$ cat src/rtl/acf_axis_packer_if.sv
// acf_axis_packer_if
// Purpose : 32-bit AXI4-Stream style bus (data, valid, ready, last) carrying
//           the packed ACF word stream out of acf_axis_packer.
// Signals : tdata  - stream data word
//           tvalid - word valid
//           tready - downstream ready
//           tlast  - last word of a frame
// Modports: master (drives tdata/tvalid/tlast, samples tready)
//           slave  (samples tdata/tvalid/tlast, drives tready)
interface acf_axis_packer_if;
    logic [31:0] tdata;
    logic        tvalid;
    logic        tready;
    logic        tlast;

    modport master (output tdata, output tvalid, output tlast, input tready);
    modport slave  (input tdata, input tvalid, input tlast, output tready);
endinterface

$ cat src/rtl/acf_axis_packer.sv
// acf_axis_packer
// Purpose : Buffers ACF elements from the correlator in an element FIFO and
//           serializes each one as two 32-bit stream words (low word, then
//           zero-extended high word), marking the end of every frame with tlast.
//           Elements arriving while the FIFO is full are dropped and counted;
//           frame alignment is kept regardless of drops.
// Macro   : ACF_FRAME_HEADER_EN - when defined, a header word
//           {16'hACF0, frame_seq} is emitted before element 0 of each frame.
// Ports   : CLK        - clock, rising edge
//           rst        - synchronous active-high reset
//           acfEl      - ACF element (NUM_BINS+33 bits)
//           wrEn       - acfEl valid, no backpressure
//           clr_ovf    - clears overflow and drop_cnt
//           m_axis     - output stream (acf_axis_packer_if.master)
//           overflow   - sticky drop flag
//           drop_cnt   - saturating count of dropped elements
//           fifo_level - FIFO occupancy in elements
module acf_axis_packer #(
    parameter int NUM_BINS   = 20,
    parameter int BIN_SIZE   = 8,
    parameter int FIFO_DEPTH = 64
) (
    input  logic                          CLK,
    input  logic                          rst,
    input  logic [NUM_BINS+32:0]          acfEl,
    input  logic                          wrEn,
    input  logic                          clr_ovf,
    acf_axis_packer_if.master             m_axis,
    output logic                          overflow,
    output logic [15:0]                   drop_cnt,
    output logic [$clog2(FIFO_DEPTH):0]   fifo_level
);
    localparam int EW          = NUM_BINS + 33;
    localparam int FRAME_ELEMS = 1 + BIN_SIZE * (NUM_BINS + 1);
    localparam int AW          = $clog2(FIFO_DEPTH);
    localparam int LW          = AW + 1;
    localparam int IW          = $clog2(FRAME_ELEMS + 1);
`ifdef ACF_FRAME_HEADER_EN
    localparam int DW          = EW + 2;   // {first_tag, last_tag, element}
`else
    localparam int DW          = EW + 1;   // {last_tag, element}
`endif

    // state | meaning
    // IDLE  | no word presented, waiting for FIFO data
    // HDR   | presenting frame header word (header build only)
    // LO    | presenting low word of FIFO head
    // HI    | presenting high word of FIFO head, pop on handshake
`ifdef ACF_FRAME_HEADER_EN
    typedef enum logic [1:0] {IDLE, HDR, LO, HI} state_t;
`else
    typedef enum logic [1:0] {IDLE, LO, HI} state_t;
`endif

    state_t            state, state_nxt;
    logic [DW-1:0]     mem [FIFO_DEPTH];
    logic [AW-1:0]     wr_ptr, rd_ptr;
    logic [IW-1:0]     in_idx;
    logic              level_seen;
    logic              full, push, pop, drop, last_tag;
    logic [DW-1:0]     head, wr_word;
    logic              tvalid, tlast;
    logic [31:0]       tdata;
`ifdef ACF_FRAME_HEADER_EN
    logic [DW-1:0]     next_head;
    logic [15:0]       frame_seq;
    logic              hdr_hs;
`endif

    assign full     = (fifo_level == LW'(FIFO_DEPTH));
    // A pop in the same cycle frees the slot, so a full FIFO can still accept.
    assign push     = wrEn & ~rst & (~full | pop);
    assign drop     = wrEn & ~rst & ~push;
    assign last_tag = (in_idx == IW'(FRAME_ELEMS - 1));
    assign head     = mem[rd_ptr];
`ifdef ACF_FRAME_HEADER_EN
    assign next_head = mem[rd_ptr + AW'(1)];
    assign wr_word   = {(in_idx == '0), last_tag, acfEl};
`else
    assign wr_word   = {last_tag, acfEl};
`endif

    assign m_axis.tvalid = tvalid;
    assign m_axis.tdata  = tdata;
    assign m_axis.tlast  = tlast;

    always_ff @(posedge CLK) begin
        if (rst) state <= IDLE;
        else     state <= state_nxt;
    end

    always_comb begin
        state_nxt = state;
        tvalid    = 1'b0;
        tdata     = '0;
        tlast     = 1'b0;
        pop       = 1'b0;
`ifdef ACF_FRAME_HEADER_EN
        hdr_hs    = 1'b0;
`endif
        if (!rst) begin
            case (state)
                IDLE: begin
                    // level_seen delays the start by one cycle so the first word
                    // appears two edges after the write into an empty FIFO.
                    if (level_seen && fifo_level != '0) begin
`ifdef ACF_FRAME_HEADER_EN
                        state_nxt = head[EW+1] ? HDR : LO;
`else
                        state_nxt = LO;
`endif
                    end
                end
`ifdef ACF_FRAME_HEADER_EN
                HDR: begin
                    tvalid = 1'b1;
                    tdata  = {16'hACF0, frame_seq};
                    if (m_axis.tready) begin
                        hdr_hs    = 1'b1;
                        state_nxt = LO;
                    end
                end
`endif
                LO: begin
                    tvalid = 1'b1;
                    tdata  = head[31:0];
                    if (m_axis.tready) state_nxt = HI;
                end
                HI: begin
                    tvalid = 1'b1;
                    tdata  = 32'(head[EW-1:32]);
                    tlast  = head[EW];
                    if (m_axis.tready) begin
                        pop = 1'b1;
                        // More than the element being popped means the stream continues.
                        if (fifo_level > LW'(1)) begin
`ifdef ACF_FRAME_HEADER_EN
                            state_nxt = next_head[EW+1] ? HDR : LO;
`else
                            state_nxt = LO;
`endif
                        end else begin
                            state_nxt = IDLE;
                        end
                    end
                end
                default: state_nxt = IDLE;
            endcase
        end
    end

    always_ff @(posedge CLK) begin
        if (rst) begin
            wr_ptr     <= '0;
            rd_ptr     <= '0;
            fifo_level <= '0;
            level_seen <= 1'b0;
            in_idx     <= '0;
            overflow   <= 1'b0;
            drop_cnt   <= '0;
`ifdef ACF_FRAME_HEADER_EN
            frame_seq  <= '0;
`endif
        end else begin
            level_seen <= (fifo_level != '0);
            if (wrEn) in_idx <= last_tag ? '0 : in_idx + IW'(1);
            if (push) wr_ptr <= wr_ptr + AW'(1);
            if (pop)  rd_ptr <= rd_ptr + AW'(1);
            if (push && !pop)      fifo_level <= fifo_level + LW'(1);
            else if (pop && !push) fifo_level <= fifo_level - LW'(1);
            if (drop) begin
                overflow <= 1'b1;
                if (clr_ovf)                    drop_cnt <= 16'd1;
                else if (drop_cnt != 16'hFFFF)  drop_cnt <= drop_cnt + 16'd1;
            end else if (clr_ovf) begin
                overflow <= 1'b0;
                drop_cnt <= '0;
            end
`ifdef ACF_FRAME_HEADER_EN
            if (hdr_hs) frame_seq <= frame_seq + 16'd1;
`endif
        end
    end

    always_ff @(posedge CLK) begin
        if (push) mem[wr_ptr] <= wr_word;
    end
endmodule

$ cat src/flat_wrapper.sv
// flat-port wrapper written by rule: the top's interface ports become plain ports
module acf_axis_packer_flat 
#(
    parameter int NUM_BINS   = 20,
    parameter int BIN_SIZE   = 8,
    parameter int FIFO_DEPTH = 64
)
  (CLK, rst, acfEl, wrEn, clr_ovf, overflow, drop_cnt, fifo_level, m_axis_tdata, m_axis_tvalid, m_axis_tlast, m_axis_tready);
  acf_axis_packer_if m_axis_i ();
  input  logic CLK;
  input  logic rst;
  input  logic [NUM_BINS+32:0] acfEl;
  input  logic wrEn;
  input  logic clr_ovf;
  output logic overflow;
  output logic [15:0] drop_cnt;
  output logic [$clog2(FIFO_DEPTH):0] fifo_level;
  output wire logic [$bits(m_axis_i.tdata)-1:0] m_axis_tdata;
  output wire logic [$bits(m_axis_i.tvalid)-1:0] m_axis_tvalid;
  output wire logic [$bits(m_axis_i.tlast)-1:0] m_axis_tlast;
  input wire logic [$bits(m_axis_i.tready)-1:0] m_axis_tready;
  assign m_axis_tdata = m_axis_i.tdata;
  assign m_axis_tvalid = m_axis_i.tvalid;
  assign m_axis_tlast = m_axis_i.tlast;
  assign m_axis_i.tready = m_axis_tready;
  acf_axis_packer #(.NUM_BINS(NUM_BINS), .BIN_SIZE(BIN_SIZE), .FIFO_DEPTH(FIFO_DEPTH)) u_core (.CLK(CLK), .rst(rst), .acfEl(acfEl), .wrEn(wrEn), .clr_ovf(clr_ovf), .m_axis(m_axis_i), .overflow(overflow), .drop_cnt(drop_cnt), .fifo_level(fifo_level));
endmodule
$ cat config.mk
export PLATFORM = sky130hd
export DESIGN_NAME = acf_axis_packer_flat
export DESIGN_NICKNAME = d
export VERILOG_FILES = /design/src/rtl/acf_axis_packer_if.sv /design/src/rtl/acf_axis_packer.sv /design/src/flat_wrapper.sv
export SDC_FILE = /design/constraint.sdc
export NUM_CORES = 2
export LEC_CHECK = 0
export BUFFER_PORTS_ARGS = -buffer_cell sky130_fd_sc_hd__buf_2
export CAP_MARGIN = 30
export CELL_PAD_IN_SITES_DETAIL_PLACEMENT = 1
export CELL_PAD_IN_SITES_GLOBAL_PLACEMENT = 1
export CORE_MARGIN = 1.5
export CORE_UTILIZATION = 30
export CTS_CLUSTER_SIZE = 28
export DETAILED_ROUTE_END_ITERATION = 6
export PLACE_DENSITY_LB_ADDON = 0.1
export SETUP_SLACK_MARGIN = 0.05
export SLEW_MARGIN = 20
export SYNTH_ARGS = -nofsm -noshare
export SYNTH_HDL_FRONTEND = slang
export SYNTH_SLANG_ARGS = --single-unit
$ cat constraint.sdc
create_clock -name CLK -period 7.1 [get_ports CLK]
set_input_delay 1.42 -clock CLK [delete_from_list [all_inputs] [get_ports CLK]]
set_output_delay 1.42 -clock CLK [all_outputs]
set_load 0.1 [all_outputs]
[Word level (Yosys, flattened, before mapping)]
Memories as Yosys holds them, arrays and structs flattened. A register that Yosys moved wholly into a read port is not among the register bits.
Index checks and enable logic that the tools add are counted.
Cells by class
  reduce and logical (&&, ||, !) cells: 13
  equal/unequal tests: 8
  muxes and demuxes: 27
  add/sub/neg operators: 6
  magnitude comparators: 1
  bitwise operators: 7
Operators by type and width (number)
  $mux W16: 4
  $pmux W32 S2: 1
  $mux W32: 1
  $add A16 B1 Y16 const B: 1
  $ne A16 B16 Y1 const B: 1
  $mux W7: 2
  $add A6 B1 Y6 const B: 2
  $mux W1: 12
  $mux W6: 2
  $add A8 B1 Y8 const B: 1
  $eq A8 B8 Y1 const B: 1
  $mux W8: 1
  $add A7 B1 Y7 const B: 1
  $eq A7 B7 Y1 const B: 1
  $gt A7 B1 Y1 const B: 1
  $reduce_bool A7 Y1: 1
  $sub A7 B1 Y7 const B: 1
  $mux W2: 3
  $pmux W2 S3: 1
  $reduce_bool A2 Y1: 3
  $ne A2 B2 Y1 const B: 2
  $and A1 B1 Y1: 3
  $logic_and A1 B1 Y1: 3
  $not A1 Y1: 3
  other kinds (9): 10
Storage, ports and cells
  memories kept: 1
  output and inout bits: 58
  bits in writable memories: 3456
  input port bits: 58
  register bits after elaboration: 47
Memories
  u_core.mem: words 64, bits a word 54, read ports 1, clocked after Yosys merged registers in 1, wr ports 1, RTL line acf_axis_packer.sv:56  | logic [DW-1:0] mem [FIFO_DEPTH];

[Longest topological paths before layout]
  depth in word-level cells: 9
  depth in mapped cells: 14

[Worst setup path after synthesis]
No wires, ideal clock.
  kind: in2out
  from: input rst
  to: output m_axis_tlast
  path slack: -0.742 ns
  arrival time: 6.422 ns
  stages: 3
  cell sequence: clkbuf_1 > clkbuf_1 > a2111oi_0
Between the ends
  longest elaborated chain between the ends: 1
RTL lines
  from (decl): RTL line flat_wrapper.sv:11  | input logic rst;
  $mux W1: RTL line acf_axis_packer.sv:101  | if (!rst) begin
  to (decl): RTL line flat_wrapper.sv:20  | output wire logic [$bits(m_axis_i.tlast)-1:0] m_axis_tlast;
Every way passes these cells.

[Worst setup path in the final report]
  from: register u_core.state[0]
  to: output m_axis_tdata[0]
Between the ends
  longest elaborated chain between the ends: 3
  elaborated cells between the ends (all ways): 4
RTL lines
  from (decl): RTL line acf_axis_packer.sv:55  | state_t state, state_nxt;
  from (signal assigned): RTL line acf_axis_packer.sv:89  | else state <= state_nxt;
  $eq A2 B2 Y1 / $eq A2 B1 Y1 (equally long branches): RTL line acf_axis_packer.sv:102  | case (state)
  $pmux W32 S2 *: RTL line acf_axis_packer.sv:102
  $mux W32 *: RTL line acf_axis_packer.sv:101
  to (decl): RTL line flat_wrapper.sv:18  | output wire logic [$bits(m_axis_i.tdata)-1:0] m_axis_tdata;
Mark *: on every way between the ends. The rest lies on a longest branch, timed or not.

==> results.toml <==
[status]
run_status = "complete, no violations"

[clocking]
cts.path.max_buffers = 4
holdBufCountCts = 0
cts.reportedPaths.clkPinSlew_ns = 0.05
worstSkewPairLatency_ns = 0.99
clock-sinks = 3509
root_buffer = "clkbuf_16"
cts_tree = "yes"
numCtsBuffers = 400
h-tree-depth = 5

[worst_hold_path]
hold_depth = 2
hold_start = "u_core.overflow"
worstHoldEndpoint = "u_core.overflow"
hp-class = "reg2reg"

[logic_synthesis]
synth_edf_count = 3456
synth_cell_types = 73
ys_warn_count = 0
synth-seq-cells = 3509
ys.flop_type = "edfxtp_1"
synthArstFlopShare = 0
syn_avg_cell_area_um2 = 23.1
synth_seq_area_share = 0.778
post-synth-top-area-cell = "edfxtp_1"
ys_top_cells_by_count = "3456 x edfxtp_1, 936 x mux4_2, 176 x mux2i_1"
synthesis.area_um2 = 135000
netlist.area_leader.share = 0.770
yosysMostFrequentCell = "edfxtp_1"
syn_nets = 5905
synth_area_leaders = "edfxtp_1 77%, mux4_2 16%, mux2i_1 1.3%"
synth_cells = 5834

[sta]
skew_ns = 0.0545
setup_viol = 0
rsz0062_at_grt = "false"
period_needed_ns = 6.88
hold_viol_final = 0
fin_tns_setup_ns = 0
fin_crit_sh = 0.969
worst_slack_ns = 0.217
max_slew_margin = 0.283
holdWs_ns = 0.447
slew_violations = 0
max_freq_mhz = 145
worst_pin_slew_ns = 1.05

[layout]
seq_area_um2 = 105000
nFillCells = 42700
area_delta_synth_final_pct = 17.9
fin_nets = 6507
multi_input_area_um2 = 28700
design_area_um2 = 159000
layout-drive-gt1-share = 0.309

[worst_setup_path]
cp-end-kind = "primary output"
critical-path-top-delay-family = "simple AND/OR/NAND/NOR gates"
crit_slowest_cell = "nand3_1"
slowest_delay_ns = 0.79
worstReg2RegStart = "u_core.state[0]"
ff2ff_path_depth = 9
r2r_setup_slack_ns = 2.89
critPathBufInv = 3
cp_cell_sequence = "inv_1, ha_1, nor2b_1, nand3_1, o22ai_1, nor3_1, buf_4, o211ai_1, buf_2"
r2r-end = "u_core.mem[33][40]"
crit_path_start_kind = "flop"
worstSetupPathType = "reg2out"
cp_max_fo = 8
required_ns = 5.68
worst_ep_arrival_time_ns = 5.46

[placed_design]
pre_cts_ws_ns = 0.680
placed_area_um2 = 146000
place_congestion = 0.765
port_buffers = 115
hpwl_um = 280000

[die]
initial_utilization = 0.302
dieArea_um2 = 453000
io_pins = 116
coreArea_um2 = 446000
die_w_um = 673
fp.dieH_um = 673
rows = 245

[run]
drv_cap = 0

[global_route]
gr-usage-met2 = 0.353
groute.layer.met3.usage = 0.0285
gr-usage-all-layers = 0.212
grt_use_met1 = 0.300
overflow = 0
antenna_found_initial = 69
gr-max-usage-layer = "met2"
grt_pass1_vias = 70000
grt_max_degree = 74
grt_pass1_wl_um = 648000

[drt]
drtIter0Drc = 7325
vias = 67400
drt-total-wl_um = 485000
wl_per_cell_um = 38.2
firstDrtPassIters = 5
final_antenna_net_count = 0
drc = 0
routed_via_density = 5.30

[power]
power.density_nw_per_um2 = 279
leakage_uw = 0.0480
irDropWorstVdd_mv = 0.206
power by group:
group          total (µW)  switching [µW]  internal, µW
clock network       19900            8610         11300
logic                1560            1040           519
registers           22800            32.5         22800
stage by stage:
| stage | total power (µW) | util | cells |
|---|---|---|---|
| after floorplan | 24100 | - | 5834 |
| after global placement | 24800 | 0.326 | 11900 |
| after detailed placement | 24800 | 0.327 | 12000 |
| after CTS | 44900 | 0.355 | 12700 |
| after global routing | 45600 | 0.356 | 12700 |
| final | 44300 | 0.356 | 12700 |
per-layer routing:
layer / share of wire / wire length [µm]
met4: 0.017 / 8300
met1: 0.44 / 215000
met3: 0.049 / 23900
met5: 0.00020 / 95
met2: 0.49 / 238000
kinds of logic (layout without fill, tap and decap cells):
kind of cell / count (synthesis) / after routing / synth area share
flops: 3509 / 3509 / 0.778
fa+ha+maj: 13 / 13 / 0.00121
simple gates: 484 / 484 / 0.0169
xor+xnor: 30 / 30 / 0.00195
compound gates: 338 / 338 / 0.0169
mux: 1140 / 1140 / 0.172
buf+inv: 320 / 1252 / 0.0135
other cells: 0 / 6 / 0
final cells by class:
| class | count | share of cell area |
|---|---|---|
| Antenna cell | 6 | 0.0000945 |
| Inverter | 18 | 0.000583 |
| Multi-Input combinational cell | 2005 | 0.181 |
| Sequential cell | 3509 | 0.660 |
| Clock inverter | 219 | 0.0123 |
| Tap cell | 5928 | 0.0467 |
| Clock buffer | 513 | 0.0665 |
| Timing Repair Buffer | 502 | 0.0334 |
state kept, by name, summed over array words and instances, names as in the netlist, named ones only:
name and flops:
u_core.drop_cnt 16, u_core.in_idx 8, u_core.overflow 1, u_core.mem 3456, u_core.rd_ptr 6, u_core.wr_ptr 6
u_core.fifo_level 7, u_core.level_seen 1, u_core.state 2
timing repair:
action / CTS / global route
pin swaps: 0 / 0
gates resized for setup: 1 / 0
endpoints found under the setup margin: 1 / 2
setup buffers: 0 / 1
worst max-delay path by stage:
stage                     cells past startpoint  slack [ns]             from              end
final                                         9        0.22  u_core.state[0]  m_axis_tdata[0]
after global routing                          9        0.13  u_core.state[1]  m_axis_tdata[0]
after CTS                                    10        0.06             flop  m_axis_tdata[8]
after detailed placement                      9        0.68              rst  m_axis_tdata[3]
after global placement                        8        0.23              rst  m_axis_tdata[3]
after floorplan                               7        0.54              rst  m_axis_tdata[3]
worst reg2reg max path, cell delays in order, from the launching register on:
cell and delay [ns]:
dfxtp_1 0.34, inv_1 0.09, ha_1 0.26, a21boi_0 0.21, a311oi_2 0.31, buf_4 0.22, nor2b_1 0.32, nand2_1 0.56
nor2_4 0.93, buf_4 0.55
placed cells by master (no fill, tap or decap), types with 9 or more instances in the layout:
master	instances
nor2_1	85
nand3_1	29
mux4_2	936
nor3_1	20
xor2_1	19
o22ai_1	53
bufinv_16	22
and3_1	20
clkinv_2	68
buf_12	127
nor2b_1	37
inv_1	13
a31oi_1	15
dfxtp_1	47
a211oi_1	62
clkbuf_1	105
ha_1	13
a21oi_1	64
nor2_4	64
a2111oi_0	9
clkinv_16	10
o21ai_0	34
clkinv_1	97
buf_2	91
o211ai_1	13
edfxtp_1	3456
a22oi_1	28
and2_1	19
mux2i_1	176
nand4_1	14
nand2_1	144
buf_16	9
mux2_2	28
clkbuf_16	405
buf_4	271
xnor2_1	11
(Power assumes the default switching activity.)
